===== src/rtl/fp_acc_pkg.sv =====
// Shared saturation helpers for the fixed-point accumulator datapath.
// Values travel through the helpers zero-padded to SAT_W bits; callers truncate back to W.
package fp_acc_pkg;

  localparam int SAT_W = 64;

  typedef logic [SAT_W-1:0] sat_word_t;

  typedef struct packed {
    logic      clamp;
    sat_word_t sum;
  } sat_res_t;

  function automatic sat_word_t smax(input int w);
    return (64'd1 << (w - 1)) - 64'd1;
  endfunction

  function automatic sat_word_t smin(input int w);
    return ~smax(w);
  endfunction

  function automatic sat_word_t umax(input int w);
    return (64'd1 << w) - 64'd1;
  endfunction

  function automatic sat_word_t extend(input sat_word_t v, input int w, input logic signed_mode);
    sat_word_t m;
    m = umax(w);
    if (signed_mode && (((v >> (w - 1)) & 64'd1) != 64'd0)) begin
      return v | ~m;
    end else begin
      return v & m;
    end
  endfunction

  // Sign/zero-extended add, then clamp to the w-bit range of the selected mode.
  function automatic sat_res_t sat_add(input sat_word_t a, input sat_word_t b, input int w,
                                       input logic signed_mode);
    sat_res_t  r;
    sat_word_t s;
    s       = extend(a, w, signed_mode) + extend(b, w, signed_mode);
    r.clamp = 1'b0;
    r.sum   = s;
    if (signed_mode) begin
      if ($signed(s) > $signed(smax(w))) begin
        r.clamp = 1'b1;
        r.sum   = smax(w);
      end else if ($signed(s) < $signed(smin(w))) begin
        r.clamp = 1'b1;
        r.sum   = smin(w);
      end else begin
        r.sum   = s;
      end
    end else if (s > umax(w)) begin
      r.clamp = 1'b1;
      r.sum   = umax(w);
    end else begin
      r.sum   = s;
    end
    return r;
  endfunction

  function automatic logic sat_clamp(input sat_word_t a, input sat_word_t b, input int w,
                                     input logic signed_mode);
    sat_res_t r;
    r = sat_add(a, b, w, signed_mode);
    return r.clamp;
  endfunction

endpackage


===== src/rtl/fp_sat_add_stage.sv =====
// One registered level of the saturating adder tree: PAIRS adjacent-pair sums per beat.
// Optional sticky saturation bit when FP_ACC_SAT_FLAG_EN is defined.
module fp_sat_add_stage
  import fp_acc_pkg::*;
#(
  parameter int PAIRS  = 1,
  parameter int W      = 16,
  parameter bit SIGNED = 1'b1
) (
  input  logic                   clk,
  input  logic                   rst,
  input  logic                   en,
  input  logic                   in_valid,
  input  logic                   in_last,
  input  logic [2*PAIRS*W-1:0]   in_data,
`ifdef FP_ACC_SAT_FLAG_EN
  input  logic                   in_sat,
  output logic                   out_sat,
`endif
  output logic                   out_valid,
  output logic                   out_last,
  output logic [PAIRS*W-1:0]     out_data
);

  logic [PAIRS*W-1:0] sum_s;
  logic [PAIRS*W-1:0] data_r;
  logic               valid_r;
  logic               last_r;

  // Pairwise saturating sums of adjacent lanes.
  always_comb begin
    sum_s = '0;
    for (int p = 0; p < PAIRS; p++) begin
      sum_s[p*W +: W] = W'(sat_add(SAT_W'(in_data[2*p*W +: W]),
                                   SAT_W'(in_data[(2*p+1)*W +: W]), W, SIGNED));
    end
  end

  // Stage register; holds everything while the output is stalled.
  always_ff @(posedge clk) begin
    if (rst) begin
      valid_r <= 1'b0;
      last_r  <= 1'b0;
      data_r  <= '0;
    end else if (en) begin
      valid_r <= in_valid;
      last_r  <= in_last;
      data_r  <= sum_s;
    end
  end

  assign out_valid = valid_r;
  assign out_last  = last_r;
  assign out_data  = data_r;

`ifdef FP_ACC_SAT_FLAG_EN
  logic clamp_s;
  logic sat_r;

  // Any clamp in this level for this beat.
  always_comb begin
    clamp_s = 1'b0;
    for (int p = 0; p < PAIRS; p++) begin
      clamp_s = clamp_s | sat_clamp(SAT_W'(in_data[2*p*W +: W]),
                                    SAT_W'(in_data[(2*p+1)*W +: W]), W, SIGNED);
    end
  end

  // Sticky flag travels alongside the beat.
  always_ff @(posedge clk) begin
    if (rst) begin
      sat_r <= 1'b0;
    end else if (en) begin
      sat_r <= in_sat | clamp_s;
    end
  end

  assign out_sat = sat_r;
`endif

endmodule


===== src/rtl/fp_sat_accumulator.sv =====
// Streaming saturating accumulator: log2(LANES) registered adder-tree levels, then a packet
// accumulator with a valid/ready result port. Define FP_ACC_SAT_FLAG_EN to add out_sat.
module fp_sat_accumulator
  import fp_acc_pkg::*;
#(
  parameter bit SIGNED   = 1'b1,
  parameter int INTEGER  = 2,
  parameter int FRACTION = 14,
  parameter int LANES    = 4
) (
  input  logic                                  clk,
  input  logic                                  rst,
  input  logic                                  in_valid,
  output logic                                  in_ready,
  input  logic [LANES*(INTEGER+FRACTION)-1:0]   in_data,
  input  logic                                  in_last,
  output logic                                  out_valid,
  input  logic                                  out_ready,
`ifdef FP_ACC_SAT_FLAG_EN
  output logic                                  out_sat,
`endif
  output logic [INTEGER+FRACTION-1:0]           out_data
);

  localparam int W     = INTEGER + FRACTION;
  localparam int D     = $clog2(LANES);
  localparam int TOT_W = W * (2 * LANES - 1);
  localparam int T_OFF = W * (2 * LANES - 2);

  // All tree levels packed back to back: level s holds LANES>>s words.
  logic [TOT_W-1:0] lvl_data_s;
  logic [D:0]       lvl_valid_s;
  logic [D:0]       lvl_last_s;
  logic             stall_s;
  logic             en_s;
  logic [W-1:0]     t_s;
  logic [W-1:0]     acc_sum_s;
  logic [W-1:0]     acc_r;
  logic [W-1:0]     out_data_r;
  logic             out_valid_r;

  assign stall_s   = out_valid_r & ~out_ready;
  assign en_s      = ~stall_s;
  assign in_ready  = en_s;

  assign lvl_data_s[0 +: LANES*W] = in_data;
  assign lvl_valid_s[0]           = in_valid;
  assign lvl_last_s[0]            = in_last;

`ifdef FP_ACC_SAT_FLAG_EN
  logic [D:0] lvl_sat_s;
  assign lvl_sat_s[0] = 1'b0;
`endif

  for (genvar s = 0; s < D; s++) begin : g_stage
    localparam int PAIRS   = LANES >> (s + 1);
    localparam int IN_OFF  = W * (2 * LANES - 2 * (LANES >> s));
    localparam int OUT_OFF = W * (2 * LANES - 2 * PAIRS);

    fp_sat_add_stage #(
      .PAIRS  (PAIRS),
      .W      (W),
      .SIGNED (SIGNED)
    ) u_stage (
      .clk       (clk),
      .rst       (rst),
      .en        (en_s),
      .in_valid  (lvl_valid_s[s]),
      .in_last   (lvl_last_s[s]),
      .in_data   (lvl_data_s[IN_OFF +: 2*PAIRS*W]),
`ifdef FP_ACC_SAT_FLAG_EN
      .in_sat    (lvl_sat_s[s]),
      .out_sat   (lvl_sat_s[s+1]),
`endif
      .out_valid (lvl_valid_s[s+1]),
      .out_last  (lvl_last_s[s+1]),
      .out_data  (lvl_data_s[OUT_OFF +: PAIRS*W])
    );
  end

  assign t_s       = lvl_data_s[T_OFF +: W];
  assign acc_sum_s = W'(sat_add(SAT_W'(acc_r), SAT_W'(t_s), W, SIGNED));

  // Packet accumulator and result register; a new result may replace one being accepted.
  always_ff @(posedge clk) begin
    if (rst) begin
      acc_r       <= '0;
      out_data_r  <= '0;
      out_valid_r <= 1'b0;
    end else if (en_s) begin
      if (lvl_valid_s[D] && lvl_last_s[D]) begin
        out_data_r  <= acc_sum_s;
        out_valid_r <= 1'b1;
        acc_r       <= '0;
      end else if (lvl_valid_s[D]) begin
        acc_r       <= acc_sum_s;
        out_valid_r <= 1'b0;
      end else begin
        out_valid_r <= 1'b0;
      end
    end
  end

  assign out_valid = out_valid_r;
  assign out_data  = out_data_r;

`ifdef FP_ACC_SAT_FLAG_EN
  logic acc_sat_r;
  logic out_sat_r;
  logic pkt_sat_s;

  assign pkt_sat_s = acc_sat_r | lvl_sat_s[D] | sat_clamp(SAT_W'(acc_r), SAT_W'(t_s), W, SIGNED);

  // Packet-wide sticky saturation flag, cleared with acc.
  always_ff @(posedge clk) begin
    if (rst) begin
      acc_sat_r <= 1'b0;
      out_sat_r <= 1'b0;
    end else if (en_s && lvl_valid_s[D]) begin
      if (lvl_last_s[D]) begin
        out_sat_r <= pkt_sat_s;
        acc_sat_r <= 1'b0;
      end else begin
        acc_sat_r <= pkt_sat_s;
      end
    end
  end

  assign out_sat = out_sat_r;
`endif

endmodule


===== config.mk =====
export PLATFORM = sky130hd
export DESIGN_NAME = fp_sat_accumulator
export DESIGN_NICKNAME = d
export VERILOG_FILES = /design/src/rtl/fp_acc_pkg.sv /design/src/rtl/fp_sat_add_stage.sv /design/src/rtl/fp_sat_accumulator.sv
export SDC_FILE = /design/constraint.sdc
export NUM_CORES = 1
export LEC_CHECK = 0
export ABC_AREA = 1
export CORE_MARGIN = 2
export CORE_UTILIZATION = 40
export CTS_CLUSTER_DIAMETER = 150
export DETAILED_ROUTE_END_ITERATION = 16
export PLACE_DENSITY_LB_ADDON = 0.15
export SKIP_LAST_GASP = 1
export SLEW_MARGIN = 0
export SYNTH_ARGS = -nofsm -noshare
export SYNTH_HDL_FRONTEND = slang
export SYNTH_SLANG_ARGS = --single-unit

===== constraint.sdc =====
create_clock -name clk -period 4.28 [get_ports clk]
set_input_delay 0.856 -clock clk [delete_from_list [all_inputs] [get_ports clk]]
set_output_delay 0.856 -clock clk [all_outputs]
set_load 0.01 [all_outputs]

* Word-level counts from Yosys, hierarchy flattened
Cells that the tools add are included.
** Operators by class
- Bitwise logic cells :: 3
- Muxes and demuxes :: 19
- $add $sub $neg :: 4
- Reductions and logical operators :: 4
- $lt $le $gt $ge :: 8
** Operator list (count)
- $mux W64 :: 8
- $add A64 B64 Y64 :: 4
- $gt A64 B16 Y1 const B :: 4
- $lt A64 B16 Y1 const B :: 4
- $mux W16 :: 10
- $reduce_and A2 Y1 :: 2
- $not A1 Y1 :: 2
- $reduce_bool A2 Y1 :: 1
- $and A1 B1 Y1 :: 1
- $logic_and A1 B1 Y1 :: 1
- $mux W1 :: 1
** Word-level totals
- Register bits after elaboration :: 85
- Logic and storage cells :: 47
- Output and inout port bits :: 18

* Logic depth before layout (Yosys ltp)
- Depth after elaboration :: 7
- Depth in mapped cells :: 25
- Depth with buffers taken out :: 24

* Modules after synthesis
A second synthesis with hierarchy kept.
** Unflattened totals
- Cell total of the unflattened synthesis :: 1737
- Area total of the unflattened synthesis :: 11397.2 um2
** By module, submodules not included
- fp_sat_add_stage at g_stage[0].u_stage :: area an instance 5253.8 um2, cells an instance 809, sequential area each 680.7 um2, instances 1
- fp_sat_accumulator :: area an instance 3437.0 um2, cells an instance 518, sequential area each 660.6 um2, instances 1
- fp_sat_add_stage at g_stage[1].u_stage :: area an instance 2706.3 um2, cells an instance 410, sequential area each 360.3 um2, instances 1

* Least setup slack after synthesis
OpenSTA, ideal clock, no wires.
- Kind :: input to register
- From :: in in_data[38]
- To :: reg g_stage[0].u_stage.data_r[23]
- Setup slack :: 0.364 ns
- Arrival time :: 3.860 ns
- Cell stages on the path :: 20
- Cells stage by stage :: ha_1 > a21oi_1 > o21ai_0 > a21oi_1 > o21ai_2 > a21oi_2 > nor2_2 > or2_2 > fa_1 > nand2_1 > nor4_1 > nand4_1 > nor4_1 > nand3_1 > nand2_2 > buf_6 > nand2_1 > nand3_1 > nand2_1 > inv_1
** On the way
- Word-level cells in the longest chain between the ends :: 5
- Elaborated cells between the ends (all ways) :: 6
** Ends and longest elaborated chain
- from (decl) :: line fp_sat_accumulator.sv:15 : input logic [LANES*(INTEGER+FRACTION)-1:0] in_data,
- $mux W64 (*) :: line fp_acc_pkg.sv:29 : if (signed_mode && (((v >> (w - 1)) & 64'd1) != 64'd0)) begin
- $add A64 B64 Y64 (*) :: line fp_acc_pkg.sv:41 : s = extend(a, w, signed_mode) + extend(b, w, signed_mode);
- $lt A64 B16 Y1 :: line fp_acc_pkg.sv:48 : end else if ($signed(s) < $signed(smin(w))) begin
- $mux W16 :: line fp_acc_pkg.sv:48
- $mux W16 (*) :: line fp_acc_pkg.sv:45 : if ($signed(s) > $signed(smax(w))) begin
- to (signal assigned) :: line fp_sat_add_stage.sv:48 : data_r <= sum_s;
- to (decl) :: line fp_sat_add_stage.sv:26 : logic [PAIRS*W-1:0] data_r;
Mark *: on every way between the ends. The rest lies on a longest branch, timed or not.
A chain may end at the register's enable or synchronous reset.

* Worst setup path in the final report
- From :: in in_data[44]
- To :: reg g_stage[0].u_stage.data_r[27]
Same word-level chain as after synthesis.

==> results.sh <==
export IMPL_worstSetupPathDepth=20
export IMPL_route_detailed_drc=0
export IMPL_yosys_top_cells_area="dfxtp_1 17%, fa_1 16%, nand2_1 14%"
export IMPL_synth_top_area_cell="dfxtp_1"
export IMPL_diodes=0
export IMPL_maxCapViolations=0
export IMPL_fin_nets=1946
export IMPL_root_buffer="clkbuf_16"
export IMPL_fin_util_pct=53.6
export IMPL_routed_via_density=4.86
export IMPL_h_tree_depth=3
export IMPL_crit_buf_inv=4
export IMPL_synthFlopType="dfxtp_1"
export IMPL_critical_path_class="in -> reg"
export IMPL_p_leak_nw=6.89
export IMPL_area_delta_synth_final_pct=32.9
export IMPL_finalHoldViolations=0
export IMPL_slew_viol_final=0
export IMPL_grt_antenna_before_repair=0
export IMPL_setup_violations=0
export IMPL_endpoint_kind="flop"
export IMPL_core_area_um2=25000
export IMPL_grt_first_pass_wirelength_um=43200
export IMPL_drtIter0Drc=530
export IMPL_cp_cell_sequence="clkdlybuf4s50_1, ha_4, a21oi_2, o21ai_1, a21oi_2, nor2_4, buf_6, or2_2, fa_1, buf_4, nor4_2, nand2_1, nor2_1, nand4_1, nor2_1, nand3b_1, nand2_4, nand3_2, nand2_1, inv_1"
export IMPL_grt_max_degree=100
export IMPL_hp_class="reg -> reg"
export IMPL_ys_seq_elements=85
export IMPL_ctsHoldBuffers=0
export IMPL_yosysSeqAreaShare_pct=16.9
export IMPL_numCtsBuffers=9
export IMPL_yosysMostFrequentCell="nand2_1"
export IMPL_dpl_cell_count=2030
export IMPL_arrival_ps=4350
export IMPL_rsz0062_at_grt="true"
export IMPL_synth_edff_count=0
export IMPL_worst_ep_required_time_ps=4530
export IMPL_overflow=0
export IMPL_netlist_area_um2=10100
export IMPL_cpPeakStageDelay_ps=520
export IMPL_worstPathMaxFanout=8
export IMPL_num_vias=10100
export IMPL_preCtsSetupSlack_ps=-464
export IMPL_r2r_cells=23
export IMPL_grt_pass1_vias=9660
export IMPL_finalWorstSetupSlack_ps=183
export IMPL_die_height_um=163
export IMPL_die_w_um=163
export IMPL_drive_above_1_share_pct=18.2
export IMPL_synth_cell_types=49
export IMPL_yosysTopAreaCellShare_pct=16.9
export IMPL_dr_pass1_iters=5
export IMPL_status="finished, final reports clean"
export IMPL_powerDensity_nw_per_um2=259
export IMPL_syn_nets=1741
export IMPL_maxSlewHeadroom_pct=31.9
export IMPL_slowest_stage="clkdlybuf4s50_1"
export IMPL_cts_sinks=85
export IMPL_drt_total_wl_um=25300
export IMPL_grt_usage_pct=19.4
export IMPL_insertion_delay_ps=360
export IMPL_avgSynthCellArea_um2=6.59
export IMPL_hold_depth=2
export IMPL_clk_pin_slew_ps=70
export IMPL_gp_congestion=0.892
export IMPL_ioPinCount=87
export IMPL_yosys_top_cells_count="382 x nand2_1, 252 x inv_1, 123 x nor2_1"
export IMPL_dp_hpwl_um=19400
export IMPL_fmax_mhz=244
export IMPL_ys_warn_count=0
export IMPL_rrSetupSlack_ps=300
export IMPL_finalCritPeriodShare_pct=95.7
export IMPL_crit_path_start_kind="input port"
export IMPL_skew_ps=14.7
export IMPL_clockBufferDepth=2
export IMPL_ir_drop_v=0.000220
export IMPL_antenna_left=0
export IMPL_wl_per_cell_um=12.2
export IMPL_io_buffers=86
export IMPL_netlist_instances=1529
export IMPL_cts_tree="yes"
export IMPL_synthArstFlopShare_pct=0
export IMPL_tightest_slew_ps=1020
export IMPL_min_period_ps=4100
export IMPL_final_instance_count_excl_fill=2069
export IMPL_nFillCells=2456
export IMPL_start_util_pct=40.3
export IMPL_die_area_um2=26500
export IMPL_crit_family="simple AND/OR/NAND/NOR gates"
export IMPL_std_cell_rows=58
==> kinds of logic (layout without fill, tap and decap cells) <==
| logic type | after synthesis | after routing | synth area share (%) |
|---|---|---|---|
| buffers and inverters | 296 | 503 | 11.5 |
| AO/OA/AOI/OAI | 224 | 224 | 12.4 |
| XOR/XNOR | 32 | 32 | 2.78 |
| flip-flops | 85 | 85 | 16.9 |
| adder cells (fa/ha/maj) | 143 | 143 | 23.7 |
| AND/OR/NAND/NOR | 749 | 752 | 32.8 |
==> power by group <==
group | switching (mW) | leakage, nW | internal [mW] | total (mW)
clock network | 0.350 | 0.142 | 0.430 | 0.781
logic | 0.996 | 6.05 | 0.779 | 1.78
registers | 0.0520 | 0.703 | 0.864 | 0.916
total | 1.40 | 6.89 | 2.07 | 3.47
==> sequential cells by signal, indices dropped and copies added, names as in the netlist <==
name,flops
out_data,16
g_stage.u_stage.out_last,2
acc_r,16
g_stage.u_stage.out_data,48
out_valid,1
g_stage.u_stage.out_valid,2
==> final cells by class <==
| type | count | area, um^2 | area share [%] |
|---|---|---|---|
| Clock buffer | 11 | 253 | 1.89 |
| Inverter | 264 | 991 | 7.41 |
| Clock inverter | 5 | 42.5 | 0.318 |
| Tap cell | 330 | 413 | 3.09 |
| Multi-Input combinational cell | 1151 | 7940 | 59.3 |
| Timing Repair Buffer | 223 | 2040 | 15.3 |
| Sequential cell | 85 | 1700 | 12.7 |
==> cells in the final DEF (no fill, tap or decap), types with 10 or more instances in the layout <==
master             n
a21oi_1           61
a21oi_2           18
buf_4            129
clkbuf_16         10
clkdlybuf4s50_1   54
dfxtp_1           85
dlymetal6s2s_1    30
fa_1              74
ha_1              44
ha_4              18
inv_1            250
inv_2             12
nand2_1          363
nand2_2           30
nand3_1           99
nand3_2           16
nand4_1           38
nor2_1           115
nor3_1            16
nor4_1            17
o21ai_0           88
o21ai_1           26
xnor2_1           12
xor2_1            20
==> metal layers <==
metal / vias to the layer above / share of wire, % / GRT usage [%]
met5: - / 0 / 0
met4: 0 / 1.3 / 3.70
met3: 23 / 2.8 / 2.37
met2: 145 / 48 / 33.7
met1: 4576 / 48 / 26.0
li1: 5320 / - / -
==> metrics by stage <==
step                setup TNS (ps)  total power, mW  area [um^2]  hold slack, ps
floorplan                        0             2.04        10100             450
global placement            -11680             2.51        12100             460
detailed placement          -11780             2.53        12100             467
CTS                              0             3.37        12600             476
global route                  -408             3.78        13400             494
finish                           0             3.47        13400             473
==> what timing repair did <==
item | 4_1_cts | 5_1_grt
resized for setup | 27 | 151
endpoints found under the setup margin | 15 | 45
pin swaps | 12 | 70
buffers inserted | 9 | 10
gates cloned | 2 | 2
==> worst min-delay path, delay by kind of cell (launching register included) <==
kind,cells,cell delay [ps]
AOI/OAI and AO/OA,1,60
DFF,1,310
and+or+nand+nor,1,60
==> worst paths after layout <==
check,startpoint,end
worst max-delay path,in_data[44],g_stage[0].u_stage.out_data[27]$_SDFFE_PP0N_
worst min register to register,acc_r[0]$_SDFFE_PP0P_,acc_r[0]$_SDFFE_PP0P_
worst max register to register,g_stage[0].u_stage.out_data[6]$_SDFFE_PP0N_,g_stage[1].u_stage.out_data[0]$_SDFFE_PP0N_
worst min-delay path,acc_r[0]$_SDFFE_PP0P_,acc_r[0]$_SDFFE_PP0P_
Note: power is estimated with default switching activity, not from simulation.
